$ cat src/rtl/scpu_vga_pkg.sv
// scpu_vga_pkg: opcodes, screen limits and plotter state encoding shared by the VGA plotter
package scpu_vga_pkg;
    localparam logic [1:0] OP_PIXEL = 2'b00;
    localparam logic [1:0] OP_HLINE = 2'b01;
    localparam logic [1:0] OP_RECT  = 2'b10;
    localparam logic [1:0] OP_CLEAR = 2'b11;
    localparam int X_MAX = 159;
    localparam int Y_MAX = 119;
    typedef enum logic [1:0] {IDLE, DRAW, FIN} state_e;
endpackage

$ cat src/rtl/vga_raster_cnt.sv
// vga_raster_cnt: x-inner / y-outer raster counter over a clipped window, last flag at (x_end, y_end)
module vga_raster_cnt
    import scpu_vga_pkg::*;
#(
    parameter int XW = 8,
    parameter int YW = 7
) (
    input  logic          clk,
    input  logic          reset,
    input  logic          load_i,
    input  logic          step_i,
    input  logic [XW-1:0] x0_i,
    input  logic [YW-1:0] y0_i,
    input  logic [XW-1:0] x_end_i,
    input  logic [YW-1:0] y_end_i,
    output logic [XW-1:0] x_o,
    output logic [YW-1:0] y_o,
    output logic          last_o
);
    logic [XW-1:0] x_q, x_d, x0_q, x0_d, xe_q, xe_d;
    logic [YW-1:0] y_q, y_d, ye_q, ye_d;
    logic          row_end;

    assign row_end = x_q == xe_q;
    assign last_o  = row_end && y_q == ye_q;
    assign x_o     = x_q;
    assign y_o     = y_q;

    // latch the window on load, otherwise advance one pixel per step wrapping x back to x0
    always_comb begin
        x0_d = load_i ? x0_i : x0_q;
        xe_d = load_i ? x_end_i : xe_q;
        ye_d = load_i ? y_end_i : ye_q;
        x_d  = load_i ? x0_i : step_i ? (row_end ? x0_q : x_q + XW'(1)) : x_q;
        y_d  = load_i ? y0_i : (step_i && row_end) ? y_q + YW'(1) : y_q;
    end

    // counter and window registers
    always_ff @(posedge clk) begin
        if (reset) begin
            x_q  <= '0;
            y_q  <= '0;
            x0_q <= '0;
            xe_q <= '0;
            ye_q <= '0;
        end else begin
            x_q  <= x_d;
            y_q  <= y_d;
            x0_q <= x0_d;
            xe_q <= xe_d;
            ye_q <= ye_d;
        end
    end
endmodule

$ cat src/rtl/vga_plotter.sv
// vga_plotter: rasterises pixel/hline/rect/clear commands into one framebuffer write per clock; `VGA_PLOT_STALL_EN adds plot_stall
module vga_plotter
    import scpu_vga_pkg::*;
#(
    parameter int XW    = 8,
    parameter int YW    = 7,
    parameter int CW    = 3,
    parameter int X_MAX = scpu_vga_pkg::X_MAX,
    parameter int Y_MAX = scpu_vga_pkg::Y_MAX
) (
    input  logic          clk,
    input  logic          reset,
    input  logic          cmd_valid,
    output logic          cmd_ready,
    input  logic [1:0]    cmd_op,
    input  logic [XW-1:0] cmd_x0,
    input  logic [YW-1:0] cmd_y0,
    input  logic [XW-1:0] cmd_w,
    input  logic [YW-1:0] cmd_h,
    input  logic [CW-1:0] cmd_colour,
`ifdef VGA_PLOT_STALL_EN
    input  logic          plot_stall,
`endif
    output logic [XW-1:0] x,
    output logic [YW-1:0] y,
    output logic [CW-1:0] colour,
    output logic          plot,
    output logic          busy,
    output logic          done
);
    localparam logic [XW-1:0] XM = XW'(X_MAX);
    localparam logic [YW-1:0] YM = YW'(Y_MAX);

    state_e        state_q, state_d;
    logic          pv_q, pv_d;
    logic [CW-1:0] colour_q, colour_d;
    logic [XW-1:0] ex0, x_end;
    logic [YW-1:0] ey0, y_end;
    logic [XW:0]   ew, x_sum;
    logic [YW:0]   eh, y_sum;
    logic          accept, empty, stall, fire, load, step, last;

`ifdef VGA_PLOT_STALL_EN
    assign stall = plot_stall;
`else
    assign stall = 1'b0;
`endif

    assign cmd_ready = state_q == IDLE;
    assign busy      = state_q == DRAW;
    assign done      = state_q == FIN;
    assign accept    = cmd_valid && cmd_ready;
    assign plot      = pv_q && !stall;
    assign fire      = plot;
    assign colour    = colour_q;

    // normalise each opcode to an origin and extent, then clip; sums are one bit wider so nothing wraps
    always_comb begin
        ex0   = cmd_op == OP_CLEAR ? '0 : cmd_x0;
        ey0   = cmd_op == OP_CLEAR ? '0 : cmd_y0;
        ew    = cmd_op == OP_PIXEL ? (XW+1)'(1) : cmd_op == OP_CLEAR ? (XW+1)'(X_MAX + 1) : {1'b0, cmd_w};
        eh    = (cmd_op == OP_PIXEL || cmd_op == OP_HLINE) ? (YW+1)'(1) :
                cmd_op == OP_CLEAR ? (YW+1)'(Y_MAX + 1) : {1'b0, cmd_h};
        x_sum = {1'b0, ex0} + ew - (XW+1)'(1);
        y_sum = {1'b0, ey0} + eh - (YW+1)'(1);
        x_end = x_sum > {1'b0, XM} ? XM : x_sum[XW-1:0];
        y_end = y_sum > {1'b0, YM} ? YM : y_sum[YW-1:0];
        empty = ew == '0 || eh == '0 || ex0 > XM || ey0 > YM;
    end

    // command FSM: the first DRAW cycle only fills the pixel register, so plots start one cycle later
    always_comb begin
        state_d  = state_q;
        pv_d     = pv_q;
        colour_d = colour_q;
        load     = 1'b0;
        step     = 1'b0;
        case (state_q)
            IDLE: begin
                pv_d = 1'b0;
                if (accept) begin
                    colour_d = cmd_colour;
                    load     = !empty;
                    state_d  = empty ? FIN : DRAW;
                end
            end
            DRAW: begin
                pv_d    = !(fire && last);
                step    = fire && !last;
                state_d = (fire && last) ? FIN : DRAW;
            end
            FIN: begin
                pv_d    = 1'b0;
                state_d = IDLE;
            end
            default: state_d = IDLE;
        endcase
    end

    // state and output registers
    always_ff @(posedge clk) begin
        if (reset) begin
            state_q  <= IDLE;
            pv_q     <= 1'b0;
            colour_q <= '0;
        end else begin
            state_q  <= state_d;
            pv_q     <= pv_d;
            colour_q <= colour_d;
        end
    end

    vga_raster_cnt #(.XW(XW), .YW(YW)) u_cnt (
        .clk     (clk),
        .reset   (reset),
        .load_i  (load),
        .step_i  (step),
        .x0_i    (ex0),
        .y0_i    (ey0),
        .x_end_i (x_end),
        .y_end_i (y_end),
        .x_o     (x),
        .y_o     (y),
        .last_o  (last)
    );
endmodule

$ cat config.mk
export PLATFORM = sky130hd
export DESIGN_NAME = vga_plotter
export DESIGN_NICKNAME = d
export VERILOG_FILES = /design/src/rtl/scpu_vga_pkg.sv /design/src/rtl/vga_raster_cnt.sv /design/src/rtl/vga_plotter.sv
export SDC_FILE = /design/constraint.sdc
export NUM_CORES = 1
export LEC_CHECK = 0
export CAP_MARGIN = 5
export CELL_PAD_IN_SITES_DETAIL_PLACEMENT = 0
export CELL_PAD_IN_SITES_GLOBAL_PLACEMENT = 2
export CORE_ASPECT_RATIO = 1.1
export CORE_MARGIN = 2
export CORE_UTILIZATION = 31
export CTS_CLUSTER_SIZE = 24
export DETAILED_ROUTE_END_ITERATION = 6
export GPL_TIMING_DRIVEN = 1
export HOLD_SLACK_MARGIN = 0.12
export MAX_ROUTING_LAYER = met4
export PLACE_DENSITY_LB_ADDON = 0.1
export SLEW_MARGIN = 20
export SYNTH_ARGS = -nofsm -noshare
export SYNTH_HDL_FRONTEND = slang
export SYNTH_SLANG_ARGS = --single-unit
$ cat constraint.sdc
create_clock -name clk -period 4 [get_ports clk]
set_input_delay 0.6 -clock clk [delete_from_list [all_inputs] [get_ports clk]]
set_output_delay 0.6 -clock clk [all_outputs]
set_load 0.05 [all_outputs]
Word level (Yosys, flattened, before mapping)
Cells that the tools add are included.

word-level totals
  input bits = 38
  flip-flop bits (word level) = 44

cells by class
  muxes and demuxes = 21
  equal/unequal tests = 7
  add/subtract/negate cells = 6
  $lt $le $gt $ge = 4
  reductions and logical operators = 21

operators with widths
  cell                   number
  $mux W8                7
  $mux W7                6
  $add A8 B8 Y9          1
  $gt A9 B8 Y1 const B   1
  $logic_not A9 Y1       1
  $sub A9 B1 Y9 const B  1
  $add A7 B7 Y8          1
  $add A8 B1 Y8 const B  1
  $eq A8 B8 Y1           1
  $gt A8 B7 Y1 const B   1
  $gt A8 B8 Y1 const B   1
  $logic_not A8 Y1       1
  $sub A8 B1 Y8 const B  1
  $add A7 B1 Y7 const B  1
  $eq A7 B7 Y1           1
  $gt A7 B7 Y1 const B   1
  $mux W2                3
  $reduce_bool A2 Y1     3
  $logic_and A1 B1 Y1    5
  $eq A2 B1 Y1 const B   2
  $eq A2 B2 Y1 const B   2
  $logic_not A2 Y1       2
  $logic_or A1 B1 Y1     4
  $pmux W2 S2            1
  6 further kinds        10

Longest topological paths before layout
  depth after elaboration = 11
  mapped depth = 16
  gate-level depth less buffers = 14

Modules after synthesis
Synthesis repeated with hierarchy kept, for this count alone.

second synthesis, totals
  cells, all modules = 447
  area total of the unflattened synthesis = 3510.9 um2

by module, submodules not included
  module          cells each  times used  area each (um2)  sequential area each (um2)
  vga_raster_cnt  202         1           1870.5           760.7
  vga_plotter     245         1           1640.3           120.1

Worst setup path after synthesis
OpenSTA, ideal clock, no wires.

  kind = input -> register
  from = in cmd_op[1]
  to = reg u_cnt.xe_q[5]
  stages = 16
  path buffers = 3
  setup time = 0.088 ns
  slack = 0.428 ns
  data arrival time = 3.483 ns
  required time = 3.912 ns
  path through = clkbuf_1 > nand2_1 > clkbuf_1 > buf_1 > nand2_1 > ha_1 > inv_1 > ha_1 > inv_1 > fa_1 > nor2b_1 > o31a_1 > or4b_1 > nand3_1 > or3_4 > o32ai_2

between the ends
  word-level cells in the longest chain between the ends = 10
  elaborated cells between the ends (all ways) = 24
  classes of those cells = add/sub (2); order compare (3); eq/ne (2); mux (9); reduce/logical (8)

RTL lines
  element                                                 RTL line              source
  from (decl)                                             vga_plotter.sv:15     input logic [1:0] cmd_op,
  branches (longest 10 deep; another with $add A8 B8 Y9)  n/a
  to (signal assigned)                                    vga_raster_cnt.sv:44  xe_q <= '0;
  to (signal assigned)                                    vga_raster_cnt.sv:50  xe_q <= xe_d;
  to (decl)                                               vga_raster_cnt.sv:20  logic [XW-1:0] x_q, x_d, x0_q, x0_d, xe_q, xe_d;

Several ways; the timed one is not identified.
A chain may end at the register's enable or synchronous reset.

Worst setup path after layout
  from = in cmd_op[1]
  to = reg u_cnt.ye_q[2]

between the ends
  word-level cells in the longest chain between the ends = 10
  elaborated cells between the ends (all ways) = 24
  classes of those cells = add/sub (2); order compare (3); eq/ne (2); mux (9); reduce/logical (8)

RTL lines
  element                                                 RTL line              source
  branches (longest 10 deep; another with $add A7 B7 Y8)  n/a
  to (signal assigned)                                    vga_raster_cnt.sv:51  ye_q <= ye_d;
  to (decl)                                               vga_raster_cnt.sv:21  logic [YW-1:0] y_q, y_d, ye_q, ye_d;

Several ways; the timed one is not identified.

==> metrics.csv <==
metric,value,unit
number of CTS-inserted buffers,5,
die height,114,um
switching power of the nets,587,uW
"Hold Vio Cnt, Final",0,
die width,104,um
Clock Tree Buf Depth,2,
total grt overflow,0,
"most common cell after layout, fill and taps aside",clkdlybuf4s50_1,
Hold Path Depth,2,
crit-path cells,clkdlybuf4s50_1 -> buf_4 -> a21boi_0 -> ha_1 -> inv_1 -> ha_1 -> fa_1 -> a211oi_1 -> nor3_1 -> mux2_2 -> o211ai_1 -> nand2_1 -> o221a_2,
FP Rows,40,
CP max stage cell,clkdlybuf4s50_1,
RR Startpoint,u_cnt.y_o[0],
register bit total from synthesis,44,
Slew @ Worst Pin,0.541,ns
Hold Crit Start,colour[1],
Antenna Diode Count,0,
synthesized net count,500,
Final Critical Period,3.70,ns
Slew headroom,0.638,
most repeated library cell on the critical path,ha_1,
post-route clock skew,0.00379,ns
Post-CTS Hold Buffers,0,
"commonest cells after routing, fill and taps aside","clkdlybuf4s50_1 (59), nand2_1 (49), dfxtp_1 (44)",
CTS sink count,44,
Logic pwr share,0.409,
cells after synthesis,433,
Synth area leaders,"dfxtp_1 (26%), ha_1 (9.9%), nand2_1 (5.4%)",
Worst Path Arrival,3.88,ns
Final ANT Viol Nets,0,
Synth Warn #,0,
Vias/cell,5.08,
Power Dens Cells,366,nW/um^2
Max Fanout on Critical Path,9,
nets@finish,555,
Max Fclk,0.270,GHz
top cell type's share of synthesized area,0.259,
Critical Path End Type,register,
hold endpoint,colour[1],
Layout Utilization,0.400,
TNS Setup,0,ns
Crit Path Category,input pin to register,
routed vias,3232,
initial cell density of the core,0.314,
Pre-Repair DR Iteration Count,4,
Flop pwr share,0.328,
Final Cycle Share,0.925,
Residual DRC,0,
Syn-to-layout area delta,27.2,%
full die area,11800,sq um
Reg2Reg Depth,6,
largest net degree at the start of global routing,34,
Clock transition at path regs,0.06,ns
leading area contributor after synthesis,dfxtp_1,
TritonCTS clock tree,done,
clk root buf,clkbuf_16,
FF-to-FF End,u_cnt.x_o[1],
flop-to-flop setup slack,1.68,ns
crit-path max cell delay,0.64,ns
Core ar.,10800,sq um
first-pass GRT wire length,16.4,mm
dpl hpwl,7.92,mm
Routability Congestion,0.787,
WP data required,4.18,ns
Hold Crit Class,register to register,
Max Cap Viol,0,
VDD IR max,0.171,mV
WL final,10.1,mm
Filler Cells Inserted,1167,
Final Max Tran Viols,0,
Mean Syn Cell Area,7.84,sq um
status,"complete, no violations",
drt initial violations,164,
unrepaired setup endpoints after global routing,false,
Final setup viols,0,
postcts setup bufs,0,
Post-synth EDFFs,0,
leakage,1.79,nW
initial antenna violation count,0,
Switching Share,0.371,
detailed-route wire length per cell,15.8,um
ratio of cells with drive above 1 in the final layout,0.0695,
vias in the first global route,3109,
Synth cell types,64,
critical path launch point type,input pin,
register area share after synthesis,0.259,
IO Count,60,
clock share of power,0.263,
post-synthesis cell area,3400,sq um
"Async S/R FF share, synth",0,
Total GRT Usage,0.179,
H-tree levels,2,
prevailing post-synth register cell,dfxtp_1,
Port-buffer cells,59,
Pint,994,uW
clk_lat worst skew,0.29,ns
[kinds of logic after synthesis]
| logic type | count (synthesis) | synth area share |
|---|---|---|
| xor+xnor | 31 | 0.0800 |
| simple gates | 154 | 0.230 |
| mux | 6 | 0.0181 |
| buf+inv | 55 | 0.0652 |
| compound gates | 114 | 0.236 |
| fa+ha+maj | 29 | 0.111 |
| flops | 44 | 0.259 |
[per-stage QoR]
stage | area [sq um] | setup slack [ns] | hold WS [ns] | instances | power [mW]
2_1_floorplan | 3400 | 0.428 | 0.431 | 433 | 0.970
3_3_place_gp | 4170 | 0.0197 | 0.442 | 628 | 1.18
3_5_place_dp | 4170 | 0.0217 | 0.446 | 628 | 1.17
4_1_cts | 4320 | 0.306 | 0.455 | 636 | 1.60
5_1_grt | 4320 | 0.0174 | 0.469 | 636 | 1.69
6_report | 4320 | 0.300 | 0.454 | 636 | 1.58
[power groups by stage]
| stage | logic [mW] | clock network [mW] | registers (mW) |
|---|---|---|---|
| global route | 0.718 | 0.448 | 0.525 |
| detailed placement | 0.644 | 0 | 0.529 |
| floorplan | 0.405 | 0 | 0.565 |
| global placement | 0.648 | 0 | 0.528 |
| finish | 0.646 | 0.416 | 0.519 |
| CTS | 0.648 | 0.429 | 0.519 |
[timing repair]
| item | CTS | global route |
|---|---|---|
| endpoints found under the setup margin | 0 | 5 |
| hold endpoints to repair | 0 | 0 |
| resized for setup | 0 | 1 |
[per-layer routing]
metal  vias to the layer above  share of wire  global-route usage
met3                         4          0.028              0.0206
met2                        70           0.46               0.292
met1                      1487           0.50               0.238
met5                         -              0                   -
met4                         0         0.0097              0.0459
li1                       1671              -                   -
[critical path: cells and delay by family]
family / cells / cell delay, ns
compound gates: 4 / 1.10
fa+ha+maj: 3 / 0.83
buf+inv: 3 / 0.87
mux: 1 / 0.28
simple gates: 2 / 0.19
[state kept, by name, indices dropped and copies added (netlist names)]
signal,count
u_cnt.ye_q,7
u_cnt.y_o,7
u_cnt.xe_q,8
u_cnt.x0_q,8
colour,3
u_cnt.x_o,8
state_q,2
plot,1
[worst max path at each step]
stage / cells after the start / from / slack (ns) / to
after global placement: 13 / cmd_op[1] / 0.02 / u_cnt.ye_q[2]
final: 13 / cmd_op[1] / 0.30 / u_cnt.ye_q[2]
after floorplan: 16 / cmd_op[1] / 0.43 / u_cnt.xe_q[5]
after detailed placement: 13 / cmd_op[1] / 0.02 / u_cnt.ye_q[2]
after CTS: 13 / cmd_op[1] / 0.31 / u_cnt.ye_q[1]
after global routing: 14 / cmd_op[1] / 0.02 / u_cnt.xe_q[5]
[cell usage after synthesis (3+ instances only)]
| master | number |
|---|---|
| a211oi_1 | 11 |
| a21o_1 | 6 |
| a21oi_1 | 28 |
| a22o_1 | 4 |
| a311oi_1 | 3 |
| and3_1 | 8 |
| buf_2 | 3 |
| clkbuf_1 | 17 |
| dfxtp_1 | 44 |
| ha_1 | 27 |
| inv_1 | 32 |
| mux2i_1 | 5 |
| nand2_1 | 49 |
| nand3_1 | 19 |
| nand4_1 | 6 |
| nor2_1 | 25 |
| nor2b_1 | 8 |
| nor3_1 | 10 |
| nor3b_1 | 3 |
| nor4_1 | 7 |
| o21a_1 | 7 |
| o21ai_0 | 21 |
| o22ai_1 | 3 |
| or3_1 | 3 |
| or4_1 | 3 |
| xnor2_1 | 12 |
| xor2_1 | 19 |
[cell type report]
class	instances	area [sq um]	area share
multi-input cells	334	2300	0.533
flip-flops and latches	44	881	0.204
repair buffers	71	681	0.158
well taps	147	184	0.0426
clock buffers	7	143	0.0330
inverters	32	120	0.0278
clock inverters	1	7.51	0.00174
Power figures use the tool's default switching activity.
